$ cat src/rtl/tx_byte_scheduler.sv
// tx_byte_scheduler: byte FIFO that releases one queued byte (or IDLE_BYTE) per 16-symbol CRC frame
module tx_byte_scheduler #(
  parameter int DEPTH = 4,
  parameter logic [7:0] IDLE_BYTE = 8'h00
) (
  input  logic        sys_clk,
  input  logic        reset,
  input  logic [7:0]  in_data,
  input  logic        in_valid,
  output logic        in_ready,
  input  logic [3:0]  sign_cnt,
  output logic [7:0]  data_out,
  output logic        data_valid,
  output logic [4:0]  fill_level,
  output logic [15:0] frames_sent,
  output logic        overflow
);
  localparam int AW = $clog2(DEPTH);
  logic [7:0] mem [DEPTH];
  logic [AW-1:0] wr_ptr, rd_ptr;
  logic [4:0] count;
  logic [3:0] prev_cnt;
  logic boundary, push, pop;
  always_comb begin
    in_ready = count != 5'(DEPTH);
    fill_level = count;
    boundary = prev_cnt == 4'hF && sign_cnt == 4'h0;
    push = in_valid && in_ready;
    pop = boundary && count != 5'd0;
  end
  // Storage needs no reset: count and pointers alone define what is queued.
  always_ff @(posedge sys_clk)
    if (push) mem[wr_ptr] <= in_data;
  always_ff @(posedge sys_clk or negedge reset)
    if (!reset) begin
      wr_ptr <= '0;
      rd_ptr <= '0;
      count <= 5'd0;
      prev_cnt <= 4'h0;
      data_out <= IDLE_BYTE;
      data_valid <= 1'b0;
      frames_sent <= 16'd0;
      overflow <= 1'b0;
    end else begin
      prev_cnt <= sign_cnt;
      if (push) wr_ptr <= wr_ptr + AW'(1);
      if (pop) rd_ptr <= rd_ptr + AW'(1);
      count <= count + 5'(push) - 5'(pop);
      if (boundary) begin
        data_out <= pop ? mem[rd_ptr] : IDLE_BYTE;
        data_valid <= pop;
      end
      if (pop && frames_sent != 16'hFFFF) frames_sent <= frames_sent + 16'd1;
      if (in_valid && !in_ready) overflow <= 1'b1;
    end
endmodule

$ cat config.mk
export PLATFORM = sky130hd
export DESIGN_NAME = tx_byte_scheduler
export DESIGN_NICKNAME = d
export VERILOG_FILES = /design/src/rtl/tx_byte_scheduler.sv
export SDC_FILE = /design/constraint.sdc
export NUM_CORES = 1
export LEC_CHECK = 0
export ABC_AREA = 1
export CAP_MARGIN = 10
export CORE_MARGIN = 5
export CORE_UTILIZATION = 25
export DETAILED_ROUTE_END_ITERATION = 8
export PLACE_DENSITY_LB_ADDON = 0.3
export SLEW_MARGIN = 5
export SYNTH_ARGS = -nofsm -noshare
export SYNTH_HDL_FRONTEND = slang
export SYNTH_SLANG_ARGS = --single-unit
$ cat constraint.sdc
create_clock -name sys_clk -period 2.7 [get_ports sys_clk]
set_input_delay 0.675 -clock sys_clk [delete_from_list [all_inputs] [get_ports sys_clk]]
set_output_delay 0.675 -clock sys_clk [all_outputs]
set_load 0.02 [all_outputs]
==> metrics <==
status finished, final reports clean; global routing's busiest layer met2; worst setup margin 142 ps; routed len/inst 12.7 microns; Cell Chain, Critical Path clkdlybuf4s50_1 > nor3_4 > nand2_2 > nor2_2 > ha_1 > inv_1 > ha_1 > fa_1 > a21oi_2 > nor2_1 > nor2_1 > xor2_1; DRT iter0 DRCs 183; Reg power frac 40.7%; share of cells above drive strength 1 11.2%; Cell Pwr Density 816 mW/mm^2; Syn Inst Count 336; Clk pwr share 37.0%; clock latency on the worst-skew pair 330 ps; clock sinks 71; largest net degree at the start of global routing 40; Period minus WS final 2560 ps; IO Pins 47; startpoint type of the worst setup path input port; M3 GR Usage 3.95%; max-slew violation count 0; Post-Route Setup TNS 0 ps; Critical Path Sink fill_level[4]; row cnt 41; CTS Buf Count 9; Routed WL 7.30 mm; combinational share of power 22.3%; CP Max Fanout 2; Syn Std Cell Area 0.00327 sq mm; RePlAce Congestion 0.783; antenna viol nets, final 0; Total GRT Usage 10.1%; flops & latches, synth 71; Setup Buffers After CTS 0; die height 124 microns; Hold-fix buffers, CTS 0; worst setup path start sign_cnt[0]; data required time at the worst endpoint 2960 ps; DR vias 2401; CTS clk-pin slew, worst paths 60 ps; drt first pass iters 4; Setup CP Type in -> reg; clk_skew 5.70 ps; Die W 124 microns; FFs w/ async S/R, synth 54.9%; Root Buffer clkbuf_16; pre-CTS WS -228 ps; mean area per synthesized cell 9.73 sq um; Yosys warnings 0; GR Util met2 16.7%; worst hold slack 474 ps; Critical R2R Launch fill_level[3]; hold crit path type in -> async; # diodes 0; maximum level of the CTS H-tree 3; met1 usage 12.1%; vias in the first global route 2490; Max Cap Viol 0; CORE AREA 0.0127 sq mm; Main synth FF type dfrtp_1; # DRC 0; Initial Util 25.7%; worst vdd ir 0.305 mV; EDFF count, synth 32; antenna violations before repair 0; switch share 29.2%; port bufs 46; Worst R2R Setup Slack 330 ps; Largest stage delay, worst path 470 ps; die footprint 0.0155 sq mm; measured slew at the worst slew-check pin 901 ps; Avg Vias per Cell 4.18; worst r2r dst fill_level[4]; P_sw 1.02 mW; Final Cycle Share 94.7%; Congestion Overflow GR 0; Synthesized Nets 363; worst reg-to-reg path cell count 12; nets@finish 424; sequential element share of the synthesized area 59.3%; fmax 0.391 GHz; DPL Wire Length 5.11 mm; Pleak 1.82 nW; unrepaired setup endpoints after global routing no; commonest non-fill, non-tap cell in the layout nand2_1; final hold viol count 0; Finish-stage setup viols 0; Worst Path Arrival 2820 ps; commonest non-fill, non-tap cells in the layout nand2_1 (108), clkdlybuf4s50_1 (45), nor2_1 (39), dfrtp_1 (39), edfxtp_1 (32); Yosys cell types 25; Slew headroom 40.0%; internal power 2.49 mW; CTS tree yes; area delta synth->final 31.8%; Slowest-stage cell, CP clkdlybuf4s50_1; first-pass GRT wire length 12.6 mm; crit end category register; fillcell total 1324; clock buffer depth 2
through the flow:
| stage | instances | total power [mW] | cell area (sq um) | util (%) |
|---|---|---|---|---|
| finish | 574 | 3.51 | 4310 | 33.9 |
| global route | 574 | 3.72 | 4310 | 33.9 |
| floorplan | 336 | 1.90 | 3270 | - |
| detailed placement | 558 | 2.24 | 3970 | 31.2 |
| CTS | 574 | 3.56 | 4300 | 33.8 |
| global placement | 558 | 2.22 | 3970 | 31.2 |
power groups by stage:
stage | Sequential (mW) | Combinational (mW) | Clock [mW]
detailed placement | 1.45 | 0.787 | 0
finish | 1.43 | 0.782 | 1.30
global route | 1.46 | 0.885 | 1.38
CTS | 1.43 | 0.789 | 1.33
global placement | 1.45 | 0.771 | 0
floorplan | 1.50 | 0.398 | 0
critical path: cells and delay by family:
family / cells / cell delay [ps]
AND/OR/NAND/NOR: 5 / 590
AO/OA/AOI/OAI: 1 / 140
adder cells (fa/ha/maj): 3 / 750
buffers and inverters: 2 / 510
XOR/XNOR: 1 / 150
synth_stat cells (3+ instances only):
cell,n,area (sq um)
a21oi_1,3,15.0
dfrtp_1,39,976
edfxtp_1,32,961
ha_1,11,138
inv_1,25,93.8
nand2_1,108,405
nand2_2,6,37.5
nand3_1,9,45.0
nand4_1,6,37.5
nor2_1,39,146
nor2_2,4,25.0
o21ai_0,19,95.1
o22ai_1,8,50.1
xnor2_1,4,35.0
xor2_1,8,70.1
state kept, by name, summed over array words and instances (netlist names):
signal,count
data_out,8
data_valid,1
fill_level,5
frames_sent,16
mem,32
overflow,1
prev_cnt,4
rd_ptr,2
wr_ptr,2
kinds of logic after synthesis:
family	Yosys count	share of synthesized area, %
adder cells (fa/ha/maj)	12	4.82
AO/OA/AOI/OAI	31	5.13
XOR/XNOR	12	3.22
AND/OR/NAND/NOR	178	23.2
flip-flops	71	59.3
buffers and inverters	32	4.33
area by class of cell:
class	instances	area (sq um)	area share (%)
inverters	26	97.6	2.27
clock buffers	9	225	5.23
well taps	172	215	5.00
flip-flops and latches	71	1940	45.0
multi-input cells	233	1200	27.9
clock inverters	7	101	2.35
repair buffers	56	531	12.3
how the worst min path moves through the flow:
stage	endpoint	slack, ps	cells after the start
after global routing	overflow	510	1
after CTS	data_out[1]	490	2
after floorplan	data_out[0]	380	0
after global placement	overflow	460	1
final	frames_sent[10]	470	1
after detailed placement	data_out[1]	470	2
routing by layer:
layer | vias up | share of wire (%)
li1 | 1215 | -
met1 | 1133 | 45
met2 | 43 | 48
met3 | 10 | 4.9
met4 | 0 | 1.7
met5 | - | 0
repair_timing:
item | in CTS | in global routing
setup endpoints to repair | 0 | 1
resized for setup | 0 | 2
endpoints found under the hold margin | 0 | 0
Note: power is estimated with default switching activity, not from simulation.
